[config.mk]
export PLATFORM = sky130hd
export DESIGN_NAME = mp_add_seq
export DESIGN_NICKNAME = d
export VERILOG_FILES = /design/src/rtl/mp_add_seq.sv
export SDC_FILE = /design/constraint.sdc
export NUM_CORES = 1
export LEC_CHECK = 0
export CORE_ASPECT_RATIO = 1.2
export CORE_MARGIN = 2
export CORE_UTILIZATION = 46
export DETAILED_ROUTE_END_ITERATION = 16
export HOLD_SLACK_MARGIN = 0.06
export PLACE_DENSITY_LB_ADDON = 0.1
export SYNTH_ARGS = -nofsm -noshare
export SYNTH_HDL_FRONTEND = slang
export SYNTH_SLANG_ARGS = --single-unit
[constraint.sdc]
create_clock -name clk -period 3.8 [get_ports clk]
set_input_delay 0.76 -clock clk [delete_from_list [all_inputs] [get_ports clk]]
set_output_delay 0.76 -clock clk [all_outputs]
set_load 0.02 [all_outputs]
[src/rtl/mp_add_seq.sv]
// Sequential 64-bit add/subtract unit: four 16-bit beats through one adder slice.
// Optional operation counter output op_cnt enabled by defining MP_ADD_SEQ_OPCNT_EN.
module mp_add_seq (
  input  logic        clk,
  input  logic        rst_n,
  input  logic        in_valid,
  output logic        in_ready,
  input  logic [63:0] op_a,
  input  logic [63:0] op_b,
  input  logic        sub,
  input  logic        cin,
  output logic        res_valid,
  input  logic        res_ready,
  output logic [63:0] res,
  output logic        cout,
  output logic        ovf
`ifdef MP_ADD_SEQ_OPCNT_EN
  ,
  output logic [15:0] op_cnt
`endif
);

  typedef enum logic [1:0] {IDLE, RUN, DONE} state_t;

  state_t      r_state;
  state_t      w_next;
  logic [63:0] r_a;
  logic [63:0] r_b;
  logic [63:0] r_res;
  logic        r_sub;
  logic        r_carry;
  logic        r_cout;
  logic        r_ovf;
  logic [1:0]  r_beat;

  logic [15:0] w_sliceA;
  logic [15:0] w_sliceB;
  logic [15:0] w_sum;
  logic        w_c16;
  logic        w_c15;

  // The single shared slice adder; w_c15 recovers the carry into the slice MSB.
  always_comb begin
    w_sliceA = r_a[{r_beat, 4'b0000} +: 16];
    w_sliceB = r_sub ? ~r_b[{r_beat, 4'b0000} +: 16] : r_b[{r_beat, 4'b0000} +: 16];
    {w_c16, w_sum} = {1'b0, w_sliceA} + {1'b0, w_sliceB} + {16'b0, r_carry};
    w_c15 = w_sum[15] ^ w_sliceA[15] ^ w_sliceB[15];
  end

  always_comb begin
    w_next = r_state;
    case (r_state)
      IDLE:    if (in_valid) w_next = RUN;
      RUN:     if (r_beat == 2'd3) w_next = DONE;
      DONE:    if (res_ready) w_next = IDLE;
      default: w_next = IDLE;
    endcase
  end

  always_ff @(posedge clk or negedge rst_n) begin
    if (!rst_n) begin
      r_state <= IDLE;
      r_a     <= '0;
      r_b     <= '0;
      r_sub   <= 1'b0;
      r_carry <= 1'b0;
      r_beat  <= 2'd0;
      r_res   <= '0;
      r_cout  <= 1'b0;
      r_ovf   <= 1'b0;
    end else begin
      r_state <= w_next;
      if (r_state == IDLE && in_valid) begin
        r_a     <= op_a;
        r_b     <= op_b;
        r_sub   <= sub;
        r_carry <= sub | cin;
        r_beat  <= 2'd0;
      end else if (r_state == RUN) begin
        r_res[{r_beat, 4'b0000} +: 16] <= w_sum;
        r_carry <= w_c16;
        r_beat  <= r_beat + 2'd1;
        if (r_beat == 2'd3) begin
          r_cout <= w_c16;
          r_ovf  <= w_c16 ^ w_c15;
        end
      end
    end
  end

  assign in_ready  = (r_state == IDLE);
  assign res_valid = (r_state == DONE);
  assign res       = r_res;
  assign cout      = r_cout;
  assign ovf       = r_ovf;

`ifdef MP_ADD_SEQ_OPCNT_EN
  logic [15:0] r_opCnt;

  always_ff @(posedge clk or negedge rst_n) begin
    if (!rst_n)
      r_opCnt <= 16'd0;
    else if (r_state == DONE && res_ready)
      r_opCnt <= r_opCnt + 16'd1;
  end

  assign op_cnt = r_opCnt;
`endif

endmodule

[Word level (Yosys, flattened, before mapping)]
Cells that the tools add are included.
Cells by class
  add/subtract/negate cells: 4
  equality and inequality tests: 6
  shift operators: 4
  mux-type cells: 10
  bitwise logic cells: 6
  reduce and logical (&&, ||, !) cells: 6
Operators by type and width (count)
  64-bit by 7-bit indexed part select with 16-bit output: 2
  64-bit bitwise mux: 1
  16-bit by 8-bit variable shift with 64-bit output (first input constant): 1
  16-bit by 8-bit indexed part select with 64-bit output: 1
  16-bit by 16-bit adder with 17-bit output: 1
  17-bit by 1-bit adder with 17-bit output: 1
  16-bit 2-to-1 mux: 1
  16-bit inverter: 1
  2-bit 2-to-1 mux: 5
  6-bit negation with 8-bit output: 1
  2-bit case mux with 3 select lines: 1
  3-bit AND reduction: 2
  2-bit == test (second input constant): 2
  2-bit inequality test (second input constant): 2
  1-bit XOR: 3
  2-bit by 1-bit adder with 2-bit output (second input constant): 1
  2-bit by 1-bit == test with 1-bit output (second input constant): 1
  2-bit logical NOT: 1
  1-bit 2-to-1 mux: 2
  2-bit by 1-bit inequality test with 1-bit output (second input constant): 1
  2-bit AND reduction: 1
  2-bit nonzero test: 1
  1-bit logical AND: 1
  1-bit inverter: 1
  1-bit bitwise OR: 1
Word-level totals
  register bits after elaboration: 200
  bits of input ports: 134
  output and inout bits: 68
  word-level logic and storage cells: 45

[Longest topological paths before layout]
Gate-level depths: netlist of the first run.
  depth after elaboration: 8
  mapped depth: 14
  gate-level depth less buffers: 12

[Worst setup path after synthesis of the first run]
OpenSTA, ideal clock, no wires.
  kind: register to register
  start point: register r_beat[0]
  end point: register r_res[10] (netlist: res[10])
  setup time: 0.139 ns
  arrival: 3.751 ns
  required time: 3.661 ns
  slack: -0.090 ns
  stages on the path, launching flop included: 15
  path buffers: 2
  clock period less this slack: 3.890 ns
  cells stage by stage: dfrtp_1 buf_2 buf_1 mux4_2 inv_1 fa_1 inv_1 fa_1 a211oi_1 o21a_1 o21bai_1 a21oi_1 nor3_1 a311oi_1 o21ai_0
On the way
  longest elaborated chain between the ends: 7
  elaborated cells on any way between the ends: 10
  classes of those cells: 3 x add/sub; 4 x shift; 2 x mux; 1 x bitwise
Ends and longest elaborated chain
  start: declaration: RTL line 34  | logic [1:0] r_beat;
  start signal: assignment: RTL line 82  | r_beat <= r_beat + 2'd1;
  64-bit by 7-bit indexed part select with 16-bit output: RTL line 45  | w_sliceB = r_sub ? ~r_b[{r_beat, 4'b0000} +: 16] : r_b[{r_beat, 4'b0000} +: 16];
  16-bit inverter: RTL line 45
  16-bit 2-to-1 mux: RTL line 45
  16-bit by 16-bit adder with 17-bit output: RTL line 46  | {w_c16, w_sum} = {1'b0, w_sliceA} + {1'b0, w_sliceB} + {16'b0, r_carry};
  17-bit by 1-bit adder with 17-bit output: RTL line 46
  16-bit by 8-bit indexed part select with 64-bit output: RTL line 80  | r_res[{r_beat, 4'b0000} +: 16] <= w_sum;
  64-bit bitwise mux (*): RTL line 80
  end signal: indexed assignment: RTL line 80
  end: declaration: RTL line 29  | logic [63:0] r_res;
Mark *: on every way between the ends. The rest lies on a longest branch, timed or not.
A chain may end at the register's enable or synchronous reset.

[Final worst setup path of the first run]
  start point: register r_beat[0]
  end point: register r_res[28] (netlist: res[28])
Same word-level chain as after synthesis.

==> results by group, run 1 <==
Logic synthesis
  – Asr flop ratio synth: 1.00
  – Mapped Nets: 1081
  – Synth Cell Area: approximately 0.009 mm^2
  – Synth Register Bits: 200
  – Syn Area/Cell: 9.93 um^2
  – Synth area leader: dfrtp_1
  – Main synth FF type: dfrtp_1
  – Post-synth EDFFs: 0
  – Synth top area cells: dfrtp_1, nand2_1, mux4_2
  – Synth Warn #: 0
  – Sequential element share of the synthesized area: 0.545
  – Cell variety after synth: 48
  – Top-area cell type share of the netlist area: 0.545
  – Synth Instances: a little over 900

STA
  – Slew HR: 0.432
  – Setup_tns: 0 ns
  – Tcrit/Tclk final: 0.920
  – Fmax: approximately 0.29 GHz
  – Unrepaired setup endpoints after global routing: false
  – Actual slew at the worst max-slew pin: between 0.8 and 0.9 ns
  – # setup viols final: 0
  – Final Hold Fails: 0
  – Min Clock Period, post-route: between 3 and 4 ns
  – Count of pins over their slew limit: 0
  – Worst Hold Margin: 0.436 ns
  – Setup Skew: between 0.007 and 0.008 ns
  – Worst setup margin: approximately 0.30 ns

Floorplanning
  – Die X: 133 um
  – Core area: around 0.020 mm^2
  – Initial core utilization: 0.470
  – Row count: between 50 and 60
  – IO Pins: between 200 and 250
  – Area of the die: around 0.021 mm^2
  – Die H: 159 um

Global routing
  – Largest net degree at the start of global routing: approximately 110
  – Remaining Overflow, GRT: 0
  – Total Routing Usage GR: 0.238
  – Initial antenna violation count: 1
  – Vias in the first global route: between 7000 and 8000
  – First-pass GRT wire length: around 39 mm

Clocking
  – CTS Sinks: 200
  – CTS Buf Count: 17
  – Clock root buffer master: clkbuf_16
  – CTS H-Tree Depth: 4
  – CTS max path bufs: 2
  – Clk Latency, worst-skew pair: 0.43 ns
  – CTS tree: done
  – Clock slew at reported path FFs: about 0.070 ns

Worst setup path
  – R2R depth: 12
  – Worst Path Required: about 4.2 ns
  – CP Capture Type: register
  – Critical Path End: res[28]
  – Worst path arrival time: 3.86 ns
  – RR Endpoint: res[28]
  – Worst setup startpoint: r_beat[0]
  – Max FO, Critical Path: 7
  – Worst Path Class, Setup: register to register
  – Reg2Reg Setup Slack: 0.30 ns
  – CP Launch Type: register
  – Worst reg2reg path startpoint: r_beat[0]

Route
  – Drt first-iter violations: approximately 530
  – Antenna Nets Post-Route: 0
  – WL/cell: ~17 um
  – Pre-antenna DRT Iters: 5
  – Vias per cell: 5.16
  – Vias: 7206
  – Routed wire length: around 24 mm
  – Post-route DRC: 0

Layout
  – Fillers: around 1600
  – Area grow syn2layout: 32.6%
  – Nets: approximately 1300
  – Final core utilization: 0.623
  – Commonest non-fill, non-tap cell in the layout: nand2_1
  – Share of cells above drive strength 1: 0.0891
  – Most frequent cells in the layout: nand2_1, clkdlybuf4s50_1, dfrtp_1, a22o_1, mux4_2

Power
  – Part of the power in registers: 0.269
  – Cell Int Power: roughly 7.3 mW
  – NetSw: ~6 mW
  – PD cells: approximately 1100 mW/mm^2
  – Worst VDD drop: roughly 0.66 mV
  – Sw Share: 0.454
  – Clock Power Share: 0.134
  – Leakage Power: 5.85 nW
  – Combinational power share: 0.597

Worst hold path
  – Min-delay worst type: input port to async pin

Placement
  – Dpl hpwl: about 18 mm
  – Port bufs: approximately 200
  – GPL Wtd Cong: ~0.86
  – Place WS: between 0.15 and 0.2 ns

Flow run
  – Max-cap viol count: 0

Run status
  – Status: finished clean
## cell families after synthesis
logic type                 after synthesis  synth area share
buffers and inverters                   56            0.0237
xor gates and xnor gates                28            0.0267
and+or+nand+nor                        464             0.198
DFF                                    200             0.545
AOI/OAI and AO/OA                      120            0.0939
adders and majority gates               23            0.0330
muxes                                   33            0.0796
## critical path, stage by stage (launching register included)
cell	delay, ns
dfrtp_2	0.45
mux4_2	0.54
xnor2_1	0.19
fa_1	0.23
inv_1	0.06
fa_1	0.43
a211oi_1	0.33
o21a_1	0.24
o21bai_1	0.10
nand2_1	0.11
mux2i_1	0.08
nor3_1	0.47
a22o_1	0.21
## state kept, by name, summed over array words and instances, names as in the netlist
signal   count
r_b         64
r_a         64
res         64
r_beat       2
ovf          1
cout         1
r_state      2
r_sub        1
r_carry      1
## cells in the mapped netlist, types with 3 or more instances
master / instances
nor2_1: 11
dfrtp_1: 200
nand2b_1: 3
inv_1: 7
nor3_1: 5
a21oi_1: 16
buf_1: 3
xnor2_1: 10
o21bai_1: 3
clkbuf_1: 42
o21ai_0: 29
mux4_2: 32
nand2_1: 424
a21o_1: 5
o21a_1: 3
nand3_1: 4
buf_2: 3
a22o_1: 44
ha_1: 21
or3_1: 4
a32o_1: 4
xor2_1: 18
## power by group through the flow
stage	Combinational, mW	Sequential, mW	Clock (mW)
6_report	8.02	3.62	1.80
5_1_grt	8.84	3.69	1.91
4_1_cts	8.02	3.61	1.83
3_5_place_dp	7.99	3.64	0
3_3_place_gp	7.86	3.65	0
2_1_floorplan	5.19	3.59	0
## how the worst min path moves through the flow
| stage | start | to | slack [ns] | cells after the start |
|---|---|---|---|---|
| 2_1_floorplan | r_a[32] | r_a[32] | 0.44 | 2 |
| 3_3_place_gp | r_b[16] | r_b[16] | 0.45 | 2 |
| 3_5_place_dp | r_a[15] | r_a[15] | 0.46 | 2 |
| 4_1_cts | rst_n | r_a[11] | 0.47 | 1 |
| 5_1_grt | rst_n | res[18] | 0.49 | 1 |
| 6_report | rst_n | r_a[26] | 0.44 | 1 |
## area by class of cell
| type | count | area, um^2 | area share |
|---|---|---|---|
| Antenna cell | 1 | 2.50 | 0.000206 |
| Clock buffer | 18 | 429 | 0.0353 |
| Inverter | 7 | 26.3 | 0.00216 |
| Clock inverter | 12 | 143 | 0.0117 |
| Tap cell | 261 | 327 | 0.0268 |
| Multi-Input combinational cell | 668 | 3970 | 0.326 |
| Timing Repair Buffer | 229 | 2270 | 0.186 |
| Sequential cell | 200 | 5010 | 0.411 |
## layer usage
metal / share of wire / GRT usage / vias up
li1: - / - / 3486
met1: 0.44 / 0.324 / 3500
met2: 0.50 / 0.395 / 196
met3: 0.040 / 0.0358 / 24
met4: 0.015 / 0.0762 / 0
met5: 0 / 0 / -
## per-stage QoR
step | std cells | instance area, um^2 | power [mW]
global route | 1396 | 12200 | 14.4
detailed placement | 1362 | 11600 | 11.6
floorplan | 924 | 9180 | 8.79
finish | 1396 | 12200 | 13.4
CTS | 1392 | 12100 | 13.5
global placement | 1362 | 11600 | 11.5
## repair_timing
| item | CTS | global route |
|---|---|---|
| hold buffers | 0 | 0 |
| buffers inserted | 0 | 3 |
| gates resized for setup | 0 | 1 |
| setup endpoints to repair | 0 | 12 |
(Power assumes the default switching activity.)
==> run 2: changes to the inputs <==
- PLACE_DENSITY: default -> 0.78
- PLACE_DENSITY_LB_ADDON: 0.1 -> default
==> run 2 against run 1 <==
Worst hold slack worse by 0.0049 ns; final area is 0.57% lower; cell count is 0.36% lower; clock skew is 0.0030 ns higher; via count is 2.4% higher; critical path depth is 1 higher; fmax is 0.48% lower; die area stayed put; sequential share of layout area is 0.23 points higher; non-clock buffer count is 5 lower; highest routed layer unchanged.
==> results by group, run 2 (same netlist as run 1, synthesis figures left out) <==
Route
  – Antenna Nets Post-Route: 0
  – Vias: 7381
  – Post-route DRC: 0
  – WL/cell: between 15 and 20 um
  – Routed wire length: ~24 mm
  – Drt first-iter violations: roughly 520
  – Vias per cell: about 5.3
  – Pre-antenna DRT Iters: 5

Floorplanning
  – Initial core utilization: 0.470
  – IO Pins: roughly 200
  – Die H: roughly 160 um
  – Core area: between 0.015 and 0.02 mm^2
  – Area of the die: 0.0211 mm^2
  – Die X: 133 um
  – Row count: 56

Clocking
  – Clock root buffer master: clkbuf_16
  – CTS max path bufs: 2
  – Clock slew at reported path FFs: approximately 0.07 ns
  – CTS H-Tree Depth: 4
  – CTS Sinks: 200
  – CTS Buf Count: 17
  – CTS tree: done
  – Clk Latency, worst-skew pair: about 0.44 ns

Placement
  – Dpl hpwl: roughly 18 mm
  – Area of placed instances: 0.0115 mm^2
  – GPL Wtd Cong: 0.869
  – Port bufs: between 200 and 250

Power
  – Clock Power Share: 0.129
  – Sw Share: 0.459
  – Leakage Power: around 5.8 nW
  – Cell Int Power: between 7 and 8 mW
  – Worst VDD drop: 0.716 mV
  – Part of the power in registers: 0.274
  – NetSw: around 6.0 mW
  – PD cells: roughly 1100 mW/mm^2
  – Combinational power share: 0.598

Global routing
  – First-pass GRT wire length: 38.2 mm
  – Remaining Overflow, GRT: 0
  – Vias in the first global route: 7322
  – Largest net degree at the start of global routing: about 110
  – Total Routing Usage GR: 0.233
  – Initial antenna violation count: 0

Layout
  – Most frequent cells in the layout: nand2_1, clkdlybuf4s50_1, dfrtp_1, a22o_1, mux4_2
  – Final Instance Area: 0.0121 mm^2
  – Final core utilization: 0.619
  – Commonest non-fill, non-tap cell in the layout: nand2_1
  – Area grow syn2layout: 31.9%
  – Fillers: between 1500 and 2000
  – Share of cells above drive strength 1: 0.0858
  – Nets: between 1000 and 1500
  – ANT cells: 0

STA
  – Setup Skew: 0.0106 ns
  – Actual slew at the worst max-slew pin: slightly below 0.9 ns
  – Fmax: around 0.28 GHz
  – Min Clock Period, post-route: approximately 3.5 ns
  – Slew HR: 0.413
  – Final Hold Fails: 0
  – # setup viols final: 0
  – Count of pins over their slew limit: 0
  – Tcrit/Tclk final: 0.924
  – Setup_tns: 0 ns
  – Unrepaired setup endpoints after global routing: false

Worst setup path
  – Worst Path Class, Setup: register to register
  – Max FO, Critical Path: 6
  – Worst path arrival time: between 3 and 4 ns
  – Worst Path Required: 4.11 ns
  – CP Capture Type: register
  – CP Launch Type: register

Flow run
  – Max-cap viol count: 0

Run status
  – Status: finished clean

Worst hold path
  – Min-delay worst type: input port to async pin
[run 2: cell types whose count changed in the layout (fill, tap and decap cells not counted), sizes merged]
cell,before,now
buf,28,23
clkbuf,19,23
bufinv,2,0
clkinv,2,4
clkinvlp,2,0
diode,1,0
inv,13,12
[run 2: worst max-delay path: stages, from the launching register on]
cell	delay, ns
dfrtp_2	0.45
mux4_2	0.53
xnor2_1	0.18
fa_1	0.23
inv_1	0.06
fa_1	0.42
a211oi_1	0.33
o21a_1	0.23
o21bai_1	0.10
a21oi_1	0.20
nor3_1	0.08
a311oi_2	0.30
buf_4	0.18
o21ai_0	0.08
[run 2: what timing repair did]
action / 4_1_cts / 5_1_grt
hold buffers: 0 / 0
endpoints found under the setup margin: 0 / 4
setup buffers: 0 / 2
gates resized for setup: 0 / 1
[run 2: area by class of cell]
class / instances / area [um^2] / share of cell area
flip-flops and latches: 200 / 5010 / 0.414
inverters: 7 / 26.3 / 0.00217
well taps: 261 / 327 / 0.0270
clock inverters: 9 / 66.3 / 0.00548
multi-input cells: 668 / 3980 / 0.329
clock buffers: 22 / 474 / 0.0392
repair buffers: 224 / 2230 / 0.184
[run 2: stage by stage]
| step | hold WS (ns) | std cells | setup WS, ns | power (mW) |
|---|---|---|---|---|
| 6_report | 0.431 | 1391 | 0.287 | 13.1 |
| 3_3_place_gp | 0.454 | 1358 | 0.231 | 11.2 |
| 2_1_floorplan | 0.440 | 924 | 0.0501 | 8.79 |
| 4_1_cts | 0.459 | 1389 | 0.148 | 13.1 |
| 5_1_grt | 0.495 | 1391 | 0.0544 | 14.1 |
| 3_5_place_dp | 0.460 | 1358 | 0.181 | 11.4 |
[run 2: per-layer routing]
metal | vias up | global-route usage | routed length [um]
li1 | 3473 | - | -
met5 | - | 0 | 0
met1 | 3581 | 0.303 | 9880
met2 | 274 | 0.383 | 11700
met3 | 53 | 0.0431 | 1390
met4 | 0 | 0.0987 | 892
[run 2: power by group through the flow]
stage | Sequential (mW) | Combinational, mW | Clock [mW]
6_report | 3.59 | 7.85 | 1.69
5_1_grt | 3.67 | 8.60 | 1.79
4_1_cts | 3.59 | 7.81 | 1.71
3_5_place_dp | 3.62 | 7.76 | 0
3_3_place_gp | 3.59 | 7.61 | 0
2_1_floorplan | 3.59 | 5.19 | 0
[run 2: final timing paths]
check,start,to,slack (ns),cells past startpoint
min in group clk,r_a[60],r_a[60],0.48,2
hold / removal,rst_n,r_a[50],0.43,1
hold reg to reg,r_a[60],r_a[60],0.48,2
setup reg to reg,r_beat[0],res[26],0.29,13
max in group asynchronous,rst_n,res[15],2.51,2
setup / recovery,r_beat[0],res[26],0.29,13
